<file path="config.mk">
export PLATFORM = sky130hd
export DESIGN_NAME = debounce_bank
export DESIGN_NICKNAME = d
export VERILOG_FILES = /design/src/rtl/debounce_pkg.sv /design/src/rtl/debounce_channel.sv /design/src/rtl/debounce_bank.sv
export SDC_FILE = /design/constraint.sdc
export NUM_CORES = 1
export LEC_CHECK = 0
export ABC_AREA = 0
export BUFFER_PORTS_ARGS = -buffer_cell sky130_fd_sc_hd__buf_2
export CORE_AREA = 4 4 73 75
export DETAILED_ROUTE_END_ITERATION = 10
export DIE_AREA = 0 0 77 79
export GPL_TIMING_DRIVEN = 0
export SETUP_SLACK_MARGIN = 0.1
export SLEW_MARGIN = 20
export SYNTH_ARGS = -nofsm -noshare
export SYNTH_HDL_FRONTEND = slang
export SYNTH_SLANG_ARGS = --single-unit
</file>
<file path="constraint.sdc">
create_clock -name clock -period 3.1 [get_ports clock]
set_clock_uncertainty 0.1 [all_clocks]
set_input_delay 0 -clock clock [delete_from_list [all_inputs] [get_ports clock]]
set_output_delay 0 -clock clock [all_outputs]
set_load 0.01 [all_outputs]
</file>
<file path="src/rtl/debounce_pkg.sv">
// Shared widths and parameter legality checks for the debounce bank.
// Widths are functions because they depend on the instantiating module's parameters.
package debounce_pkg;

    localparam int MAX_CHANNELS = 32;

    // Prescaler counts 0..tickDiv-1, so it needs clog2(tickDiv) bits (never less than one).
    function automatic int prescWidth(input int tickDiv);
        int width;
        width = $clog2(tickDiv);
        return (width < 1) ? 1 : width;
    endfunction

    function automatic int countWidth(input int stableTicks);
        int width;
        width = $clog2(stableTicks + 1);
        return (width < 1) ? 1 : width;
    endfunction

    function automatic bit paramsOk(input int channels, input int tickDiv, input int stableTicks);
        return (channels >= 1) && (channels <= MAX_CHANNELS) &&
               (tickDiv >= 2) && (stableTicks >= 1);
    endfunction

endpackage

</file>
<file path="src/rtl/debounce_channel.sv">
// One debounce channel: two-flop synchroniser, tick-driven stability counter,
// registered debounced level and single-cycle rise/fall pulses.
module debounce_channel
    import debounce_pkg::*;
#(
    parameter int STABLE_TICKS = 10,
    parameter bit INIT_STATE   = 1'b0
) (
    input  logic clock,
    input  logic reset,
    input  logic tick_i,
    input  logic raw_i,
    output logic state_o,
    output logic rise_o,
    output logic fall_o
);

    localparam int            CW         = countWidth(STABLE_TICKS);
    localparam logic [CW-1:0] COUNT_LAST = CW'(STABLE_TICKS - 1);

    logic          sync1_q;
    logic          sync2_q;
    logic          state_q;
    logic          state_d;
    logic [CW-1:0] count_q;
    logic [CW-1:0] count_d;
    logic          rise_q;
    logic          rise_d;
    logic          fall_q;
    logic          fall_d;

    always_ff @(posedge clock) begin
        if (reset) begin
            sync1_q <= INIT_STATE;
            sync2_q <= INIT_STATE;
        end else begin
            sync1_q <= raw_i;
            sync2_q <= sync1_q;
        end
    end

    // Any agreement with the current level clears the count, which is what rejects glitches.
    always_comb begin
        count_d = count_q;
        state_d = state_q;
        rise_d  = 1'b0;
        fall_d  = 1'b0;
        if (sync2_q == state_q) begin
            count_d = '0;
        end else if (tick_i) begin
            if (count_q >= COUNT_LAST) begin
                count_d = '0;
                state_d = sync2_q;
                rise_d  = sync2_q;
                fall_d  = ~sync2_q;
            end else begin
                count_d = count_q + 1'b1;
            end
        end
    end

    always_ff @(posedge clock) begin
        if (reset) begin
            count_q <= '0;
            state_q <= INIT_STATE;
            rise_q  <= 1'b0;
            fall_q  <= 1'b0;
        end else begin
            count_q <= count_d;
            state_q <= state_d;
            rise_q  <= rise_d;
            fall_q  <= fall_d;
        end
    end

    assign state_o = state_q;
    assign rise_o  = rise_q;
    assign fall_o  = fall_q;

    noBothPulses: assert property (@(posedge clock) disable iff (reset) !(rise_q && fall_q));

endmodule

</file>
<file path="src/rtl/debounce_bank.sv">
// Multi-channel debouncer: one shared sample-tick prescaler feeding an array of
// independent debounce channels, all on the single system clock.
module debounce_bank
    import debounce_pkg::*;
#(
    parameter int CHANNELS     = 4,
    parameter int TICK_DIV     = 1024,
    parameter int STABLE_TICKS = 10,
    parameter bit INIT_STATE   = 1'b0
) (
    input  logic                clock,
    input  logic                reset,
    input  logic [CHANNELS-1:0] raw,
    output logic [CHANNELS-1:0] db_state,
    output logic [CHANNELS-1:0] rise_pulse,
    output logic [CHANNELS-1:0] fall_pulse,
    output logic                tick
);

    localparam int            PW         = prescWidth(TICK_DIV);
    localparam logic [PW-1:0] PRESC_LAST = PW'(TICK_DIV - 1);
    localparam logic [PW-1:0] PRESC_PRE  = PW'(TICK_DIV - 2);

    generate
        if (!paramsOk(CHANNELS, TICK_DIV, STABLE_TICKS)) begin : g_badParams
            $error("debounce_bank: need 1<=CHANNELS<=32, TICK_DIV>=2, STABLE_TICKS>=1");
        end
    endgenerate

    logic [PW-1:0] presc_q;
    logic [PW-1:0] presc_d;
    logic          tick_q;
    logic          tick_d;

    // Tick is registered one count early so it is high exactly while the count sits at TICK_DIV-1.
    always_comb begin
        presc_d = (presc_q == PRESC_LAST) ? '0 : presc_q + 1'b1;
        tick_d  = (presc_q == PRESC_PRE);
    end

    always_ff @(posedge clock) begin
        if (reset) begin
            presc_q <= '0;
            tick_q  <= 1'b0;
        end else begin
            presc_q <= presc_d;
            tick_q  <= tick_d;
        end
    end

    assign tick = tick_q;

    generate
        for (genvar ch = 0; ch < CHANNELS; ch++) begin : g_channel
            debounce_channel #(
                .STABLE_TICKS(STABLE_TICKS),
                .INIT_STATE  (INIT_STATE)
            ) u_channel (
                .clock  (clock),
                .reset  (reset),
                .tick_i (tick_q),
                .raw_i  (raw[ch]),
                .state_o(db_state[ch]),
                .rise_o (rise_pulse[ch]),
                .fall_o (fall_pulse[ch])
            );
        end
    endgenerate

endmodule

</file>
* Word level (Yosys, flattened, before mapping)
Index checks and enable logic that the tools add are counted.
** Word-level totals
- Input port bits :: 6
- Output and inout port bits :: 13
- Flip-flop bits (word level) :: 47
** Cells by class
- Reductions and logical operators :: 13
- Muxes and demuxes :: 4
- Bitwise operators :: 13
- Add/sub/neg operators :: 5
- Eq/ne operators :: 6
- $lt $le $gt $ge :: 4
** Operators by type and width (number)
- $eq 10x10->1 const B :: 2
- $add 4x1->4 const B :: 4
- $ge 4x4->1 const B :: 4
- $mux 4 :: 4
- $reduce_or 4->1 :: 4
- $not 1->1 :: 13
- $reduce_and 3->1 :: 4
- $add 10x1->10 const B :: 1
- $reduce_or 2->1 :: 5
- $eq 1x1->1 :: 4

* Longest topological paths before layout
Gate-level depths: netlist of run 1.
- Depth in word-level cells :: 3
- Gate-level depth with buffers :: 5
- Gate-level depth less buffers :: 5

* Modules after synthesis
A second synthesis of run 1 with hierarchy kept.
** Unflattened totals
- Cells, all modules :: 199
- Area total of the unflattened synthesis :: 2015.7 um^2
** By module, submodules not included
- debounce_channel :: instances 4, cells an instance 37, area each 385.4 um^2, seq. area each 180.2 um^2
- debounce_bank :: instances 1, cells an instance 51, area each 474.2 um^2, seq. area each 220.2 um^2

* Worst setup path after synthesis of run 1
OpenSTA, ideal clock, no wires.
- Path kind :: reg-to-reg
- Start point :: register g_channel[2].u_channel.count_q[1]
- End point :: register g_channel[2].u_channel.count_q[3]
- Path buffers :: 0
- Clock period less this slack :: 1.576 ns
- Stages on the path, launching flop included :: 6
- Arrival :: 1.402 ns
- Path slack :: 1.524 ns
- Cells stage by stage :: dfxtp_1 inv_1 ha_1 or3b_4 or3_1 a31oi_1
** Between the ends
- Word-level cells in the longest chain between the ends :: 2
- Elaborated cells on any way between the ends :: 3
- Classes of those cells :: add/sub (1); order compare (1); mux (1)
** Ends and longest elaborated chain
- from (decl) :: RTL line debounce_channel.sv:25 : logic [CW-1:0] count_q;
- from (signal assigned) :: RTL line debounce_channel.sv:69 : count_q <= count_d;
- $add 4x1->4 / $ge 4x4->1 (equally long branches) :: RTL line debounce_channel.sv:57, debounce_channel.sv:51
- $mux 4 (*) :: RTL line debounce_channel.sv:51 : if (count_q >= COUNT_LAST) begin
Mark *: on every way between the ends. The rest lies on a longest branch, timed or not.
A chain may end at the register's enable or synchronous reset.

* Final worst setup path of run 1
- Start point :: register presc_q[0]
- End point :: register presc_q[3]
** Between the ends
- Word-level cells in the longest chain between the ends :: 2
- Elaborated cells on any way between the ends :: 3
- Classes of those cells :: add/sub (1); eq/ne (1); reduce/logical (1)
** Ends and longest elaborated chain
- from (decl) :: RTL line debounce_bank.sv:30 : logic [PW-1:0] presc_q;
- from (signal assigned) :: RTL line debounce_bank.sv:46 : presc_q <= presc_d;
- branches (longest 2 deep; another with $add 10x1->10)
Several ways; the timed one is not identified.

==> reports/metrics.cfg, run 1 <==
[setup_path]
r2r_cells=4
crit_type=flop to flop
crit_start=presc_q[0]$_SDFF_PP0_
start_kind=flop
r2r-start=presc_q[0]$_SDFF_PP0_
end_kind=flop
reg2reg_slack_ps=1240
crit_fanout=6
cp.required_ps=3160
cp.arrival_ps=1920

[placed_design]
place_ws_ps=1250
io_buffer_count=18
dpl.hpwl_um=2510
place.gp.congestion=0.779
dp.cells=299

[worst_hold_path]
min_path_type=flop to flop
hold_start=g_channel[1].u_channel.sync1_q$_SDFF_PP0_
holdPathStages=1

[detailed_routing]
drt_first_pass_iters=4
drtAntennaViolNets=0
dr.first_iter.drc_count=55
via_count=1520
vias_per_cell=4.87
routedWlPerCell_um=11.3
drc=0
wirelength_um=3520

[die]
start_util_pct=44.9
ios=19
row_count=25
die_h_um=79
dieArea_sq_um=6080
die_w_um=77
core_area_sq_um=4660

[sta]
hold_viol=0
hold_ws_ps=339
slew_viol_final=0
rsz0062_at_grt=no
layout_min_cycle_time_ps=1860
fmax_mhz=536
slew_headroom_pct=55.1
setup_tns_ps=0
setup_viol=0
fin_ws_ps=1240
fin_crit_sh_pct=60.2
worstMarginPinSlew_ps=668

[pwr]
leakage_nw=0.901
pwr_density_cell_nw_per_um2=420
ir_drop_mv=0.285

[clocking]
clk_pin_slew_ps=80
insertion_delay_ps=290
ctsHtreeMaxLevel=2
cts_buffer_depth=2
cts_sinks=47
cts_tree=built
root_buffer=clkbuf_8
post_cts_buffers=0
cts_buffers=5

[logic_synthesis]
synth_cells=227
yosysSeqAreaShare_pct=45.0
synth-edff-count=0
netlist_area_sq_um=2090
synth_area_per_cell_sq_um=9.22
async_reset_ff_share_pct=0
ys_types=34
ys.flop_type=dfxtp_1
ys_seq_elements=47
syn-num-nets=247
ys_warn_count=0

[grt]
grt_pass1_wl_um=6000
grt.total_usage_pct=12.3
grt-ovfl-total=0
antenna_found_initial=0
grt_max_degree=14
grt_pass1_vias=1369

[cells_and_area]
syn_to_final_growth_pct=13.8
antenna_cells=0
nFillCells=446
final_layout_size_suffix_gt1_share_pct=17.4
nNetsFinal=277
final_cells=312

[status]
outcome=completed

[flow_run]
drv_cap=0

synth_stat cells (2+ instances only):
master     n  area share, %
a21oi_1   13            3.1
a31oi_1    2           0.60
buf_2      2           0.48
buf_4     12            4.3
dfxtp_1   47             45
ha_1      14            8.4
inv_1     17            3.1
mux2i_1    3            1.4
nand2_1   21            3.8
nand3_1    5            1.2
nand4_1    6            1.8
nor2_1    13            2.3
nor2b_1    8            2.4
nor3_1     6            1.4
nor3b_1    4            1.4
nor4b_1    4            1.7
o211ai_1   7            2.5
o21ai_0    7            1.7
o31ai_1    3            1.1
or2_2      2           0.60
or3_1      4            1.2
or3b_2     2           0.84
or4_1      2           0.72
xnor2_1    4            1.7
xor2_1    10            4.2
metal layers:
metal	vias to the layer above	part of all wire, %	global-route usage (%)
li1	823	-	-
met4	0	1.5	5.87
met2	13	44	19.9
met3	6	2.3	2.72
met5	-	0	0
met1	678	52	15.5
worst max-delay path, stage by stage, from the launching register on:
cell	delay, ps
dfxtp_1	400
ha_1	220
nand4_1	240
o31ai_1	660
nor2_1	100
power breakdown:
group | internal [W] | switching [W] | leakage, nW
combinational | 0.0000159 | 0.0000164 | 0.477
clock | 0.000158 | 0.000189 | 0.0422
sequential | 0.000612 | 0.00000787 | 0.381
cell type report:
type                    count  area, sq um  area share [%]
plain buffers              16          108            4.52
multi-input cells         147          980            41.1
inverters                  17         63.8            2.68
repair buffers             23          140            5.89
clock inverters             1         5.00           0.210
flip-flops and latches     47          941            39.5
well taps                  54         67.6            2.84
clock buffers               7         76.3            3.21
per-stage QoR:
step	utilization [%]	power, W	instance area (sq um)
after floorplan	-	0.000653	2090
after global placement	48.3	0.000662	2250
after CTS	51.1	0.00102	2380
final	51.1	0.00100	2380
after detailed placement	48.3	0.000663	2250
after global routing	51.1	0.00105	2380
path summary, 6_finish.rpt:
| check | endpoint |
|---|---|
| setup / recovery | presc_q[3]$_SDFF_PP0_ |
| hold / removal | g_channel[1].u_channel.sync2_q$_SDFF_PP0_ |
| setup reg to reg | presc_q[3]$_SDFF_PP0_ |
| hold reg to reg | g_channel[1].u_channel.sync2_q$_SDFF_PP0_ |
repair_timing:
item                                    4_1_cts  5_1_grt
hold endpoints to repair                      5        0
endpoints found under the setup margin        0        0
resized for setup                             0        0
hold buffers                                  5        0
cell usage in the layout, fill, tap and decap left out, types with 2 or more instances in the layout:
cell type	instances
or3_1	4
nor2b_1	8
xnor2_1	4
clkbuf_8	5
nor3b_1	4
nand3_1	5
o21ai_0	7
dfxtp_1	47
a21oi_1	13
nand2_1	21
mux2i_1	3
ha_1	14
inv_1	17
dlygate4sd3_1	5
nand4_1	6
nor2_1	13
or3b_2	2
xor2_1	10
or4_1	2
o211ai_1	7
a31oi_1	2
nor3_1	6
clkbuf_1	3
buf_2	20
o31ai_1	3
buf_4	12
nor4b_1	4
or2_2	2
state kept, by name (all words and copies together), names as in the netlist:
name / flops
g_channel.u_channel.count_q: 16
presc_q: 10
g_channel.u_channel.fall_o: 4
g_channel.u_channel.rise_o: 4
g_channel.u_channel.state_o: 4
g_channel.u_channel.sync1_q: 4
g_channel.u_channel.sync2_q: 4
tick: 1
cell families after synthesis:
group	after synthesis	share of synthesized area, %
AOI/OAI and AO/OA	34	9.81
muxes	3	1.44
buffers and inverters	33	8.19
and+or+nand+nor	82	21.4
DFF	47	45.0
xor gates and xnor gates	14	5.86
adders and majority gates	14	8.37
Power figures use the tool's default switching activity.
==> run 2: changes to the inputs <==
- clock period: 3.1 -> 1.84 ns (I/O delays scaled with it)
==> run 2 against run 1 <==
Against the previous run: final cell count grew 0.32%; via count increased by 0.13%; highest routed layer unchanged; final area rose by 1.4%; worst setup slack lost 1000 ps; core utilization increased by 0.72 points.
==> reports/metrics.cfg, run 2 (synthesis results as in run 1) <==
[sta]
worstMarginPinSlew_ps=494
setup_viol=0
rsz0062_at_grt=no
fmax_mhz=609
slew_headroom_pct=67.1
layout_min_cycle_time_ps=1640
slew_viol_final=0
hold_viol=0
fin_crit_sh_pct=89.2

[die]
core_area_sq_um=4660
die_h_um=79
dieArea_sq_um=6080
die_w_um=77
row_count=25
start_util_pct=44.9
ios=19

[clocking]
ctsHtreeMaxLevel=2
cts_buffer_depth=2
insertion_delay_ps=290
root_buffer=clkbuf_8
cts_sinks=47
clk_pin_slew_ps=80
cts_buffers=5
cts_tree=built

[cells_and_area]
antenna_cells=0
regMostFlops=g_channel.u_channel.count_q
nFillCells=448
most-common-layout-cells=45 x dfxtp_1, 21 x nand2_1, 20 x buf_2
largest_register_ffs=16
stdcell_area_sq_um=2410
final_layout_size_suffix_gt1_share_pct=19.7
syn_to_final_growth_pct=15.4
final_cells=313
largestRegisters=g_channel.u_channel.count_q x16, presc_q x10
layout_commonest_cell=dfxtp_1
fin_util_pct=51.8
nNetsFinal=278

[flow_run]
drv_cap=0

[pwr]
ir_drop_mv=0.493
pwr-share-seq_pct=62.0
p_sw_share_pct=21.3
leakage_nw=0.913
p_clk_share_pct=34.7
combPwrFrac_pct=3.3
p_int_w=0.00133
pwr_density_cell_nw_per_um2=698
switching_power_w=0.000360
power_w=0.00169

[detailed_routing]
drtAntennaViolNets=0
drt_first_pass_iters=4
dr.first_iter.drc_count=61
wirelength_um=3510
vias_per_cell=4.86
routedWlPerCell_um=11.2
via_count=1522
drc=0

[status]
outcome=completed

[grt]
grt_pass1_vias=1371
antenna_found_initial=0
grt.total_usage_pct=12.2
grt_pass1_wl_um=5990
grt-ovfl-total=0
grt_max_degree=14

[placed_design]
place.gp.congestion=0.779
dpl.hpwl_um=2510
post_dp_cell_area_sq_um=2250
io_buffer_count=18
dp.cells=299

[setup_path]
cp.required_ps=1970
crit_fanout=4
start_kind=flop
crit_type=flop to flop
cp.arrival_ps=1770
end_kind=flop

[worst_hold_path]
min_path_type=flop to flop

[run 2: final cells by class]
cell class              count  area [sq um]  area share [%]
flip-flops and latches     47           943            39.1
well taps                  54          67.6            2.80
clock buffers               7          76.3            3.16
multi-input cells         147          1000            41.6
clock inverters             1          5.00           0.207
inverters                  17          63.8            2.64
repair buffers             24           148            6.11
plain buffers              16           108            4.46
[run 2: power by group through the flow]
stage | sequential, W | clock, W | combinational, W
6_report | 0.00104 | 0.000585 | 0.0000559
5_1_grt | 0.00105 | 0.000657 | 0.0000630
4_1_cts | 0.00105 | 0.000616 | 0.0000559
3_5_place_dp | 0.00107 | 0 | 0.0000473
3_3_place_gp | 0.00107 | 0 | 0.0000467
2_1_floorplan | 0.00107 | 0 | 0.0000328
[run 2: timing repair]
| item | CTS | global route |
|---|---|---|
| pin swaps | 0 | 1 |
| hold buffers | 5 | 0 |
| gates resized for setup | 1 | 5 |
| buffers inserted | 0 | 1 |
| endpoints found under the setup margin | 5 | 10 |
| endpoints found under the hold margin | 5 | 0 |
[run 2: metal layers]
layer  vias to the layer above  wire length [um]  GRT usage [%]
met5                         -                 0              0
met4                         0                51           5.87
met3                         6                84           2.72
met2                        15              1510           19.9
met1                       675              1870           15.5
li1                        826                 -              -
[run 2: through the flow]
stage                     setup TNS, ps  hold slack [ps]  worst slack [ps]
after floorplan                       0            -28.4               264
after global placement            -3.02              107             -3.02
after detailed placement          -7.30              109             -7.30
after CTS                             0              319               129
after global routing                  0              345               112
final                                 0              339               199
[run 2: worst paths after layout]
path	cells after the start	startpoint	slack, ps	end
setup / recovery	5	g_channel[2].u_channel.count_q[1]$_SDFFE_PP0P_	200	g_channel[2].u_channel.count_q[3]$_SDFFE_PP0P_
hold / removal	1	g_channel[1].u_channel.sync1_q$_SDFF_PP0_	340	g_channel[1].u_channel.sync2_q$_SDFF_PP0_
setup reg to reg	5	g_channel[2].u_channel.count_q[1]$_SDFFE_PP0P_	200	g_channel[2].u_channel.count_q[3]$_SDFFE_PP0P_
hold reg to reg	1	g_channel[1].u_channel.sync1_q$_SDFF_PP0_	340	g_channel[1].u_channel.sync2_q$_SDFF_PP0_
[run 2: critical path, stage by stage (launching register included)]
cell,delay (ps)
dfxtp_2,350
inv_1,60
ha_1,180
or3b_4,400
or3_1,360
a31oi_1,120
